File: src/rtl/bsg_idiv_req_pkg.sv
// Shared types for the divider requester: FSM state encoding and the registered request record.
// The request record is width-parameterised through a macro so each instance can size it locally.
package bsg_idiv_req_pkg;

    typedef enum logic [1:0] {
        IDLE  = 2'b00,
        ISSUE = 2'b01,
        WAIT  = 2'b10,
        RESP  = 2'b11
    } idiv_req_state_e;

endpackage

// Packages cannot take parameters, so the request struct body is produced per instance.
`define BSG_IDIV_REQ_T(w, tw) \
    struct packed {                \
        logic [(w)-1:0]  dividend;  \
        logic [(w)-1:0]  divisor;   \
        logic            signed_div;\
        logic [(tw)-1:0] tag;       \
        logic            dbz;       \
    }

File: src/rtl/bsg_idiv_req_lat_ctr.sv
// Saturating up-counter with synchronous clear (priority) and count enable.
// Latency: count_o reflects the increment one cycle after en_i; no backpressure, holds at all-ones.
module bsg_idiv_req_lat_ctr #(
    parameter int width_p = 8
) (
    input  logic               clk_i,
    input  logic               reset_n_i,
    input  logic               clear_i,
    input  logic               en_i,
    output logic [width_p-1:0] count_o
);

    logic [width_p-1:0] count_r;

    always_ff @(posedge clk_i or negedge reset_n_i) begin
        if (!reset_n_i) begin
            count_r <= '0;
        end else if (clear_i) begin
            count_r <= '0;
        end else if (en_i && (count_r != '1)) begin
            count_r <= count_r + width_p'(1);
        end
    end

    assign count_o = count_r;

endmodule

File: src/rtl/bsg_idiv_requester.sv
// Requester between a client and an iterative divider: one tagged op in flight, returns q/r/tag/dbz/latency.
// Latency: accept -> issue -> divider wait -> RESP; lat_o counts ISSUE+WAIT cycles (saturating), one idle bubble per op.
// Backpressure: ready_o low while busy; div_v_o held until div_ready_i; results held until yumi_i. Option: BSG_IDIV_REQ_DBZ_BYPASS_EN.
module bsg_idiv_requester
    import bsg_idiv_req_pkg::*;
#(
    parameter int width_p     = 64,
    parameter int tag_width_p = 4,
    parameter int lat_width_p = 8
) (
    input  logic                   clk_i,
    input  logic                   reset_n_i,

    input  logic                   v_i,
    output logic                   ready_o,
    input  logic [width_p-1:0]     dividend_i,
    input  logic [width_p-1:0]     divisor_i,
    input  logic                   signed_div_i,
    input  logic [tag_width_p-1:0] tag_i,

    output logic                   div_v_o,
    input  logic                   div_ready_i,
    output logic [width_p-1:0]     div_dividend_o,
    output logic [width_p-1:0]     div_divisor_o,
    output logic                   div_signed_o,

    input  logic                   div_v_i,
    input  logic [width_p-1:0]     div_quotient_i,
    input  logic [width_p-1:0]     div_remainder_i,
    output logic                   div_yumi_o,

    output logic                   v_o,
    output logic [width_p-1:0]     quotient_o,
    output logic [width_p-1:0]     remainder_o,
    output logic [tag_width_p-1:0] tag_o,
    output logic                   dbz_o,
    output logic [lat_width_p-1:0] lat_o,
    input  logic                   yumi_i
);

    typedef `BSG_IDIV_REQ_T(width_p, tag_width_p) req_t;

    idiv_req_state_e    state_r, state_n;
    req_t               req_r;
    logic [width_p-1:0] quotient_r, remainder_r;
    logic               accept, divisor_zero, bypass, lat_en;

    assign accept       = (state_r == IDLE) & v_i;
    assign divisor_zero = (divisor_i == '0);

`ifdef BSG_IDIV_REQ_DBZ_BYPASS_EN
    // Zero divisor is answered locally with RISC-V results; the divider never sees it.
    assign bypass = divisor_zero;
`else
    assign bypass = 1'b0;
`endif

    always_comb begin
        state_n = state_r;
        case (state_r)
            IDLE:    if (v_i)         state_n = bypass ? RESP : ISSUE;
            ISSUE:   if (div_ready_i) state_n = WAIT;
            WAIT:    if (div_v_i)     state_n = RESP;
            RESP:    if (yumi_i)      state_n = IDLE;
            default:                  state_n = IDLE;
        endcase
    end

    always_ff @(posedge clk_i or negedge reset_n_i) begin
        if (!reset_n_i) begin
            state_r     <= IDLE;
            req_r       <= '0;
            quotient_r  <= '0;
            remainder_r <= '0;
        end else begin
            state_r <= state_n;
            if (accept) begin
                req_r <= '{dividend:   dividend_i,
                           divisor:    divisor_i,
                           signed_div: signed_div_i,
                           tag:        tag_i,
                           dbz:        divisor_zero};
            end
            if (accept && bypass) begin
                quotient_r  <= '1;
                remainder_r <= dividend_i;
            end else if ((state_r == WAIT) && div_v_i) begin
                quotient_r  <= div_quotient_i;
                remainder_r <= div_remainder_i;
            end
        end
    end

    assign lat_en = (state_r == ISSUE) || (state_r == WAIT);

    bsg_idiv_req_lat_ctr #(
        .width_p (lat_width_p)
    ) u_lat_ctr (
        .clk_i     (clk_i),
        .reset_n_i (reset_n_i),
        .clear_i   (accept),
        .en_i      (lat_en),
        .count_o   (lat_o)
    );

    assign ready_o        = (state_r == IDLE);
    assign div_v_o        = (state_r == ISSUE);
    assign div_dividend_o = req_r.dividend;
    assign div_divisor_o  = req_r.divisor;
    assign div_signed_o   = req_r.signed_div;
    // Divider results are only consumed while we are actually waiting for one.
    assign div_yumi_o     = (state_r == WAIT) & div_v_i;

    assign v_o         = (state_r == RESP);
    assign quotient_o  = quotient_r;
    assign remainder_o = remainder_r;
    assign tag_o       = req_r.tag;
    assign dbz_o       = req_r.dbz;

endmodule
File: config.mk
export PLATFORM = sky130hd
export DESIGN_NAME = bsg_idiv_requester
export DESIGN_NICKNAME = d
export VERILOG_FILES = /design/src/rtl/bsg_idiv_req_pkg.sv /design/src/rtl/bsg_idiv_req_lat_ctr.sv /design/src/rtl/bsg_idiv_requester.sv
export SDC_FILE = /design/constraint.sdc
export NUM_CORES = 1
export LEC_CHECK = 0
export CORE_AREA = 8 8 207 209
export CTS_CLUSTER_DIAMETER = 60
export CTS_CLUSTER_SIZE = 12
export DETAILED_ROUTE_END_ITERATION = 8
export DIE_AREA = 0 0 215 217
export GPL_ROUTABILITY_DRIVEN = 1
export HOLD_SLACK_MARGIN = 0.15
export SLEW_MARGIN = 0
export SYNTH_ARGS = -nofsm -noshare
export SYNTH_HDL_FRONTEND = slang
export SYNTH_HIERARCHICAL = 1
export SYNTH_SLANG_ARGS = --single-unit
export TNS_END_PERCENT = 5
File: constraint.sdc
create_clock -name clk_i -period 2.64 [get_ports clk_i]
set_input_delay 0.264 -clock clk_i [delete_from_list [all_inputs] [get_ports clk_i]]
set_output_delay 0.264 -clock clk_i [all_outputs]
set_load 0.01 [all_outputs]
# Yosys cells after proc, flatten, opt, wreduce, memory -nomap -nowiden
# Cells that the tools add are included.
word_totals:
  reg_bits: 272
  input_bits: 267
classes:
  n_addsub: 1
  eq_ne: 8
  mux: 7
  n_bitwise: 2
  n_reduce_logical: 7
op_table:
  columns: ["cell", "count"]
  rows:
  - ["logical NOT 64 bit", 1]
  - ["two-way mux 8 bit", 2]
  - ["adder 8 x 1 -> 8 bit (second input constant)", 1]
  - ["two-way mux 2 bit", 4]
  - ["inequality test 8 bit (second input constant)", 1]
  - ["one-hot mux 2 bit (4 select lines)", 1]
  - ["== test 2 bit (second input constant)", 2]
  - ["inequality test 2 x 1 -> 1 bit (second input constant)", 2]
  - ["inequality test 2 bit (second input constant)", 2]
  - ["AND reduction 4 bit", 1]
  - ["bitwise AND 1 bit", 2]
  - ["== test 2 x 1 -> 1 bit (second input constant)", 1]
  - ["logical AND 1 bit", 2]
  - ["logical NOT 2 bit", 1]
  - ["nonzero test 2 bit", 1]
  - ["logical OR 1 bit", 1]

# Logic depth before layout (Yosys ltp)
depth:
  ltp_word: 5
  ltp_mapped: 8
  depth_no_buf: 7

# Modules after synthesis
# The synthesis kept the hierarchy.
by_module_without_submodules:
  columns: ["module", "n_inst", "cells_each", "area_per_inst_um2", "seq_area_each_um2"]
  rows:
  - ["bsg_idiv_requester", 1, 595, 9973.3, 6606.3]
  - ["bsg_idiv_req_lat_ctr", 1, 49, 464.2, 200.2]

# Least setup slack after synthesis
# No wires, ideal clock.
synth_path:
  path_type: "reg-to-reg"
  from: "register state_r[0]"
  to: "register u_lat_ctr.count_r[0], in the netlist u_lat_ctr/count_o[0]"
  setup_time_ns: 0.125
  arrival_time_ns: 1.723
  path_slack_ns: 0.792
  path_stages_with_launch: 9
  path_buffers: 2
  period_less_slack_ns: 1.848
  path_cell_list: "dfrtp_1 inv_1 ha_1 nand2_1 inv_2 buf_2 clkbuf_1 nor2_1 mux2_2"
synth_via:
  elab_cells_between_ends: 8
  classes_between: "eq/ne (2); mux (1); bitwise (1); reduce/logical (4)"
synth_rtl:
  columns: ["element", "line", "source"]
  rows:
  - ["start, declared", "bsg_idiv_requester.sv:43", "idiv_req_state_e state_r, state_n;"]
  - ["start signal, assigned", "bsg_idiv_requester.sv:76", "state_r <= state_n;"]
  - ["logical NOT 2 bit *", null, null]
  - ["via ready_o", "bsg_idiv_requester.sv:15", "output logic ready_o,"]
  - ["bitwise AND 1 bit *", "bsg_idiv_requester.sv:48", "assign accept = (state_r == IDLE) & v_i;"]
  - ["via accept", "bsg_idiv_requester.sv:46", "logic accept, divisor_zero, bypass, lat_en;"]
  - ["two-way mux 8 bit or nonzero test 2 bit (tied branches)", null, null]
  - ["end signal, assigned", "bsg_idiv_req_lat_ctr.sv:21", "count_r <= count_r + width_p'(1);"]
  - ["end, declared", "bsg_idiv_req_lat_ctr.sv:13", "logic [width_p-1:0] count_r;"]
# The timed path passes the listed nets; every way through them passes the cells marked *.
# A chain may end at the register's enable or synchronous reset.

# Worst setup path after layout
layout_path:
  from: "register state_r[0]"
  to: "output div_yumi_o"
layout_via:
  elab_chain_len: 2
layout_lines:
  columns: ["element", "line", "source"]
  rows:
  - ["== test 2 bit", "bsg_idiv_requester.sv:112", "assign div_yumi_o = (state_r == WAIT) & div_v_i;"]
  - ["bitwise AND 1 bit", "bsg_idiv_requester.sv:112", null]
  - ["end, declared", "bsg_idiv_requester.sv:30", "output logic div_yumi_o,"]
# Every way passes these cells.

==> impl_metrics.csv <==
group,metric,value,unit
outcome,status,"complete, no violations",
synth,yosysMostFrequentCell,"dfrtp_1",
place,place_hpwl,28900,um
routing,drc,0,
floorplanning,core,39500,um^2
global_route,antenna_found_initial,1,
worst_setup_path,path_cells,"inv_1 > ha_1 > and2_4 > clkdlybuf4s50_1",
timing,fin_worst_skew,16.2,ps
floorplanning,start_util,26.5,%
cells_and_area,synthToLayoutAreaGrowth,67.3,%
global_route,grt.total_usage,15.3,%
cells_and_area,num-fill-cells,3644,
cells_and_area,finalInstanceArea,17500,um^2
hold_path,hp-class,"input pin to async pin",
worst_setup_path,critPathTopFamily,"buffers and inverters",
routing,first_pass_iters,4,
cells_and_area,antenna_cells,0,
worst_setup_path,worstSetupEndpointType,"output pin",
synth,postSynth.asyncResetShare,100,%
synth,yosysWarnings,6,
routing,vias,7610,
synth,synthFlopType,"dfrtp_1",
place,port-buffer-count,540,
synth,synth-seq-cells,272,
routing,ant_nets,0,
power_and_ir_drop,p_leak,7.06,nW
cells_and_area,drive_gt1_share,27.2,%
cts,path_clk_slew,60,ps
global_route,grt_pass1_vias,8672,
timing,worst_pin_slew,550,ps
cts,cts_tree,"yes",
cts,cts.sinks,272,
worst_setup_path,slowest_stage,"clkdlybuf4s50_1",
cts,cts_made_buffers,31,
timing,slew_viol_final,0,
timing,holdWs,241,ps
power_and_ir_drop,powerDensity,1210,nW/um^2
floorplanning,ios,541,
cts,clock_latency,550,ps
cells_and_area,fin_cells,1740,
floorplanning,row_count,73,
cts,cts_root_buf,"clkbuf_16",
timing,setup_viol,0,
cells_and_area,nNetsFinal,1473,
routing,routed_wl,37000,um
global_route,gr-total-overflow,0,
timing,setup-tns-final,0,ps
flow_run,cap_viol_max_count,0,
synth,synth_edf_count,0,
place,dpl.cell_count,1692,
routing,dr.first_iter.drc_count,255,
synth,synth_area_leader_cell,"dfrtp_1",
worst_setup_path,timing.rr.end,"quotient_o[20]",
cells_and_area,final_util,44.3,%
worst_setup_path,r2r_cells,5,
place,gp_congestion,0.765,
worst_setup_path,cp.required,2380,ps
cells_and_area,multiInputGateArea,3450,um^2
cells_and_area,seq_area,6810,um^2
cts,cts_max_level,1,
timing,relSlewSlack,63.3,%
timing,max_freq,0.404,GHz
power_and_ir_drop,peakVddDrop,607,uV
worst_setup_path,path_max_fanout,16,
floorplanning,dieArea,46700,um^2
synth,syn_area_per_cell,16.2,um^2
worst_setup_path,worst-r2r-setup-slack,690,ps
timing,finalCritPeriodShare,93.8,%
floorplanning,fp.dieH,217,um
worst_setup_path,cp-start-kind,"register",
synth,synth.area.top_cells,"dfrtp_1 (65%), mux2_2 (28%), buf_2 (1.3%)",
timing,layout_min_cycle_time,2480,ps
worst_setup_path,rr_startpoint,"state_r[0]",
cts,post_cts_buffers,0,
cts,clockBufferDepth,3,
synth,synthTopCellsByCount,"dfrtp_1 (272), mux2_2 (264), buf_2 (28), nor4_1 (14), inv_1 (8)",
timing,hold_viol,0,
synth,synth_top_area_share,65.2,%
routing,vias_per_cell,4.37,
worst_setup_path,cp.arrival,2210,ps
worst_setup_path,cp-startpoint,"state_r[0]",
worst_setup_path,max_stage_delay,610,ps
worst_setup_path,cp_num_buf_inv,2,
place,place_area,16600,um^2
synth,synth_cells,644,
global_route,grt_pass1_wl,56100,um
synth,synth_area,10400,um^2
synth,syn_nets,916,
synth,synth.distinct_cells,35,
routing,routedWlPerCell,21.2,um
floorplanning,die_w,215,um
worst_setup_path,critPathKind,"register to output pin",
global_route,grt_max_degree,68,
timing,rsz0062_at_grt,"false",
synth,ys_seq_area_share,65.2,%
-- logic make-up (layout without fill, tap and decap cells) --
group	count (synthesis)	count (layout)	share of synthesized area, %
adder cells (fa/ha/maj)	5	5	0.599
flip-flops	272	272	65.2
buffers and inverters	39	610	1.74
multiplexers	266	266	28.7
AND/OR/NAND/NOR	50	50	3.02
AO/OA/AOI/OAI	12	12	0.755
-- per-stage QoR --
step	worst slack, ps	power (mW)
finish	163	21.1
global route	21.5	22.4
CTS	104	21.5
detailed placement	593	17.5
global placement	558	17.3
floorplan	792	11.4
-- cells in the final DEF (no fill, tap or decap), types with 3 or more instances in the layout --
master / n
clkbuf_1: 3
nand3_1: 3
nor2_1: 3
nand2b_1: 3
ha_1: 5
nor3_1: 4
clkdlybuf4s50_1: 539
nor2b_1: 3
clkinv_2: 5
inv_1: 8
buf_12: 8
nor4_1: 14
clkbuf_16: 31
mux2_2: 264
a21oi_1: 3
nor4_2: 3
nand4_1: 4
buf_4: 5
nand2_1: 4
dfrtp_1: 272
clkinvlp_4: 3
-- state kept, by name (all words and copies together), names as in the netlist --
name,flops
dbz_o,1
div_dividend_o,64
div_divisor_o,64
div_signed_o,1
quotient_o,64
remainder_o,64
state_r,2
tag_o,4
u_lat_ctr/count_o,8
-- cell type report --
cell class | count | area share, %
flip-flops and latches | 272 | 39.0
repair buffers | 554 | 32.2
clock buffers | 36 | 4.66
inverters | 9 | 0.201
multi-input cells | 333 | 19.8
well taps | 525 | 3.76
clock inverters | 11 | 0.458
-- how the worst max path moves through the flow --
stage	end	cells past startpoint
global placement	dbz_o	5
finish	div_yumi_o	4
floorplan	u_lat_ctr/count_o[0]	8
global route	div_yumi_o	4
detailed placement	dbz_o	5
CTS	div_yumi_o	4
-- metal layers --
metal / global-route usage, % / up-vias / part of all wire (%)
met4: 3.65 / 2 / 2.3
met1: 16.5 / 3780 / 37
met2: 26.3 / 366 / 49
li1: - / 3418 / -
met5: 0 / - / 0.035
met3: 8.34 / 44 / 12
-- power breakdown --
part	total [mW]	switching, mW	internal, mW
Clock	3.88	1.70	2.18
Combinational	9.84	3.80	6.04
Sequential	7.40	1.10	6.30
-- timing repair --
action                    in CTS  in global routing
hold endpoints to repair     154                  0
hold buffers                   1                  0
gates resized for setup        0                  0
Note: power is estimated with default switching activity, not from simulation.
